**src/rtl/time_counter.sv**
```systemverilog
// -----------------------------------------------------------------------------
// time_counter
//   24-hour time-of-day counter (hh:mm:ss). Advances one second on each rising
//   edge of tick1Hz while in run mode. In edit mode (freeze=1) counting halts
//   and the field chosen by sel is stepped up/down by the inc/dec buttons,
//   wrapping within that field only.
//
// Ports:
//   clk      in   system clock, all state updates on rising edge
//   rst      in   asynchronous active-low reset
//   tick1Hz  in   1 Hz square wave (clk domain); each rising edge = one second
//   freeze   in   1 = edit mode, 0 = run mode
//   inc      in   increment button (clk domain), rising-edge active
//   dec      in   decrement button (clk domain), rising-edge active
//   sel      in   edit field: 00 none, 01 seconds, 10 minutes, 11 hours
//   ss       out  seconds 0-59
//   mm       out  minutes 0-59
//   hh       out  hours 0-23
//   dayroll  out  one-clk pulse on run-mode wrap 23:59:59 -> 00:00:00
// -----------------------------------------------------------------------------
module time_counter (
    input  logic       clk,
    input  logic       rst,
    input  logic       tick1Hz,
    input  logic       freeze,
    input  logic       inc,
    input  logic       dec,
    input  logic [1:0] sel,
    output logic [5:0] ss,
    output logic [5:0] mm,
    output logic [4:0] hh,
    output logic       dayroll
);

    localparam logic [1:0] SEL_SS = 2'b01;
    localparam logic [1:0] SEL_MM = 2'b10;
    localparam logic [1:0] SEL_HH = 2'b11;

    localparam logic [5:0] SEC_MAX  = 6'd59;
    localparam logic [5:0] MIN_MAX  = 6'd59;
    localparam logic [4:0] HOUR_MAX = 5'd23;

    // Previous samples for rising-edge detection. Tick history is kept in
    // both modes so a tick already high when freeze drops is not counted.
    logic tick_q;
    logic inc_q;
    logic dec_q;

    logic tick_ev;
    logic inc_ev;
    logic dec_ev;
    logic edit_up;
    logic edit_dn;

    logic [5:0] ss_n;
    logic [5:0] mm_n;
    logic [4:0] hh_n;
    logic       roll_n;

    assign tick_ev = tick1Hz & ~tick_q;
    assign inc_ev  = inc & ~inc_q;
    assign dec_ev  = dec & ~dec_q;

    // Simultaneous inc and dec events cancel out.
    assign edit_up = freeze & inc_ev & ~dec_ev;
    assign edit_dn = freeze & dec_ev & ~inc_ev;

    // Step a 0..max field by +1/-1 with wrap, never touching other fields.
    function automatic logic [5:0] step6(input logic [5:0] v, input logic [5:0] max,
                                         input logic up);
        logic [5:0] r;
        if (up) r = (v == max) ? '0 : v + 6'd1;
        else    r = (v == '0) ? max : v - 6'd1;
        return r;
    endfunction

    function automatic logic [4:0] step5(input logic [4:0] v, input logic [4:0] max,
                                         input logic up);
        logic [4:0] r;
        if (up) r = (v == max) ? '0 : v + 5'd1;
        else    r = (v == '0) ? max : v - 5'd1;
        return r;
    endfunction

    always_comb begin
        ss_n   = ss;
        mm_n   = mm;
        hh_n   = hh;
        roll_n = 1'b0;

        if (!freeze) begin
            if (tick_ev) begin
                // Full carry chain resolves in one clock.
                if (ss == SEC_MAX) begin
                    ss_n = '0;
                    if (mm == MIN_MAX) begin
                        mm_n = '0;
                        if (hh == HOUR_MAX) begin
                            hh_n   = '0;
                            roll_n = 1'b1;
                        end else begin
                            hh_n = hh + 5'd1;
                        end
                    end else begin
                        mm_n = mm + 6'd1;
                    end
                end else begin
                    ss_n = ss + 6'd1;
                end
            end
        end else if (edit_up || edit_dn) begin
            case (sel)
                SEL_SS:  ss_n = step6(ss, SEC_MAX, edit_up);
                SEL_MM:  mm_n = step6(mm, MIN_MAX, edit_up);
                SEL_HH:  hh_n = step5(hh, HOUR_MAX, edit_up);
                default: ;
            endcase
        end
    end

    always_ff @(posedge clk or negedge rst) begin
        if (!rst) begin
            tick_q  <= 1'b0;
            inc_q   <= 1'b0;
            dec_q   <= 1'b0;
            ss      <= '0;
            mm      <= '0;
            hh      <= '0;
            dayroll <= 1'b0;
        end else begin
            tick_q  <= tick1Hz;
            inc_q   <= inc;
            dec_q   <= dec;
            ss      <= ss_n;
            mm      <= mm_n;
            hh      <= hh_n;
            dayroll <= roll_n;
        end
    end

endmodule

```
**config.mk**
```make
export PLATFORM = sky130hd
export DESIGN_NAME = time_counter
export DESIGN_NICKNAME = d
export VERILOG_FILES = /design/src/rtl/time_counter.sv
export SDC_FILE = /design/constraint.sdc
export NUM_CORES = 1
export LEC_CHECK = 0
export BUFFER_PORTS_ARGS = -buffer_cell sky130_fd_sc_hd__buf_2
export CORE_ASPECT_RATIO = 0.5
export CORE_MARGIN = 2
export CORE_UTILIZATION = 38
export CTS_BUF_LIST = sky130_fd_sc_hd__clkbuf_4 sky130_fd_sc_hd__clkbuf_8
export DETAILED_ROUTE_END_ITERATION = 8
export SYNTH_ARGS = -nofsm -noshare
export SYNTH_HDL_FRONTEND = slang
export SYNTH_SLANG_ARGS = --single-unit
```
**constraint.sdc**
```tcl
create_clock -name clk -period 2.2 [get_ports clk]
set_clock_uncertainty 0.2 [all_clocks]
set_input_delay 0.33 -clock clk [delete_from_list [all_inputs] [get_ports clk]]
set_output_delay 0.33 -clock clk [all_outputs]
set_load 0.01 [all_outputs]
```
==> metrics.txt <==
Net Sw Power between 0.8 and 0.9 mW; Hold Startpoint inc; clk_lat worst skew 0.27 ns; CTS tree yes; slowest cell on the critical path dlygate4sd3_1; Rel. slew slack 67.0%; Root Buffer clkbuf_8; CP required 2.15 ns; Total Power 1.90 mW; maximum fanout along the worst path 12; mapped cell area about 1700 µm²; grt ovf 0; Starting Density 41.2%; Die Height ~50 µm; # clock sinks 21; Slew Viols, Final 0; Post-Syn Instances 186; Seq pwr share between 30 and 40%; Ant. Diodes 0; Clock transition at path regs 0.08 ns; DR vias/cell roughly 5.5; routed wire length 3800 µm; syn_nets ~200; syn avg cell area between 8 and 9 µm²; Inst Count DP 262; Internal Power 1.08 mW; Crit. End Element flip-flop; max_cap viols 0; antenna violations before repair 0; vias in the first global route ~1400; Worst Setup SP dec; Crit Reg-Reg Startpoint ss[0]; post-CTS sizing 0; status finished clean; f_max 473 MHz; Yosys reg bits 21; Hold Vio Cnt, Final 0; cell area after layout 1930 µm²; gr usage total between 15 and 20%; multi-input logic area 1020 µm²; peak per-stage delay on the critical path 0.52 ns; area delta synth->final 15.4%; Final Setup Violations 0; Main synth FF type dfrtp_1; synth unique cells 57; pwr dens 983 nW/µm²; clock share of power between 10% and 20%; Max clock buf depth 2; Comb pwr share between 40% and 50%; Worst Setup Slack post-DPL between 0.2 and 0.3 ns; Sequential Area 526 µm²; async set-reset flop share out of synthesis 100%; H-tree depth 1; setup repair after global routing missed its margin no; Worst Path Arrival 2.07 ns; Remaining DRCs 0; Slew @ Worst Pin 0.494 ns; vias 1472; Setup TNS 0 ns; fin nets around 230; wire per inst approximately 14 µm; Setup crit start kind input port; post-DP HPWL 2750 µm; YS warnings 0; IO Count 26; num rows 16; first-pass iteration count of the detailed router 5; fill count 403; initial DRC count 47; period utilisation layout a little over nine tenths; Max VDD drop 0.000359 V; Seq/Total Area, Yosys between 30% and 40%; fin crit period 2.11 ns; DRT antenna net count 0; port bufs 25; Final WS setup 0.0866 ns; largest net degree at the start of global routing 25; CP Cell Sequence dlygate4sd3_1 > buf_2 > nor2b_4 > xor2_2 > o31ai_2 > buf_4 > o21ai_0 > a22o_1; Die ar. 4980 µm²; Non-Filler Instances 269; Post-DP Area roughly 1900 µm²; Sw Share 43.3%; critical path class in -> reg; Die Span X roughly 98 µm; EDFF count, synth 0; Min-Delay Path Class in -> reg; first-pass GRT wire length 6650 µm; layout cells sized above 1 between 20% and 30%; total CTS buffers 3; core area 4060 µm²; GPL Wtd Cong 0.803; LEAKAGE roughly 0.91 nW
-- worst max-delay path, delay by kind of cell --
family / cells / cell delay, ns
buffers and inverters: 3 / 0.86
AO/OA/AOI/OAI: 3 / 0.52
XOR/XNOR: 1 / 0.21
AND/OR/NAND/NOR: 1 / 0.13
-- metal layers --
layer / GRT usage [%] / up-vias / wire length, µm
met4: 4.63 / 0 / 48
met1: 22.6 / 693 / 1910
met3: 3.56 / 6 / 163
met2: 27.1 / 36 / 1680
li1: - / 737 / -
met5: 0 / - / 0
-- cells in the mapped netlist (all sizes together), types with 3 or more instances --
cell | number | area share [%]
a22o | 3 | 1.6
inv | 10 | 2.2
nand3 | 17 | 5.1
nor3 | 6 | 2.1
nand2 | 13 | 3.5
xnor2 | 3 | 1.6
mux2i | 6 | 3.6
a21oi | 13 | 4.1
ha | 8 | 6.0
a31oi | 3 | 1.1
o21ai | 15 | 4.9
buf | 10 | 4.3
nor2 | 8 | 1.8
nand3b | 3 | 1.3
o21a | 4 | 1.8
dfrtp | 21 | 31
nor2b | 4 | 1.9
and3 | 5 | 1.9
-- metrics by stage --
step	hold WS (ns)	utilization [%]
6_report	0.0100	47.5
5_1_grt	0.0158	47.5
4_1_cts	0.00756	47.5
3_5_place_dp	0.133	45.6
3_3_place_gp	0.124	45.6
2_1_floorplan	-0.166	-
-- repair_timing --
item	4_1_cts	5_1_grt
hold endpoints to repair	23	0
hold buffers	3	0
buffers inserted	0	0
-- state kept, by name (all words and copies together), names as in the netlist --
signal,count
dayroll,1
dec_q,1
hh,5
inc_q,1
mm,6
ss,6
tick_q,1
-- path summary, 6_finish.rpt --
kind | slack, ns | endpoint | cells past startpoint
setup / recovery | 0.09 | ss[2] | 8
hold / removal | 0.01 | inc_q | 1
setup reg to reg | 0.24 | mm[2] | 7
hold reg to reg | 0.37 | mm[5] | 1
max in group asynchronous | 1.10 | hh[3] | 2
min in group asynchronous | 0.36 | inc_q | 2
-- cell families (layout without fill, tap and decap cells) --
logic type / count (synthesis) / after routing / share of synthesized area, %
simple gates: 68 / 68 / 23.6
compound gates: 56 / 56 / 24.2
flops: 21 / 21 / 31.4
buf+inv: 21 / 50 / 7.40
fa+ha+maj: 8 / 8 / 5.98
mux: 7 / 7 / 4.26
xor+xnor: 5 / 5 / 3.07
-- layout by cell type, fill, tap and decap left out, types with 4 or more instances in the layout --
master and n:
inv_1 10, nand2_1 11, o21ai_0 11, and3_1 4, dfrtp_1 21, buf_2 25, ha_1 8, a21oi_1 12
buf_4 7, mux2i_1 6, nor3_1 5, nor2_1 8, o21a_1 4, nand3_1 17
-- area by class of cell --
| type | count | area share, % |
|---|---|---|
| inverters | 10 | 1.94 |
| multi-input cells | 144 | 53.0 |
| well taps | 54 | 3.50 |
| repair buffers | 36 | 11.8 |
| clock buffers | 4 | 2.53 |
| flip-flops and latches | 21 | 27.2 |
-- power groups by stage --
stage	sequential, mW	combinational [mW]	clock (mW)
global placement	0.706	0.909	0
global route	0.734	1.04	0.305
floorplan	0.721	0.613	0
CTS	0.706	0.925	0.286
finish	0.706	0.916	0.276
detailed placement	0.714	0.917	0
(Power assumes the default switching activity.)
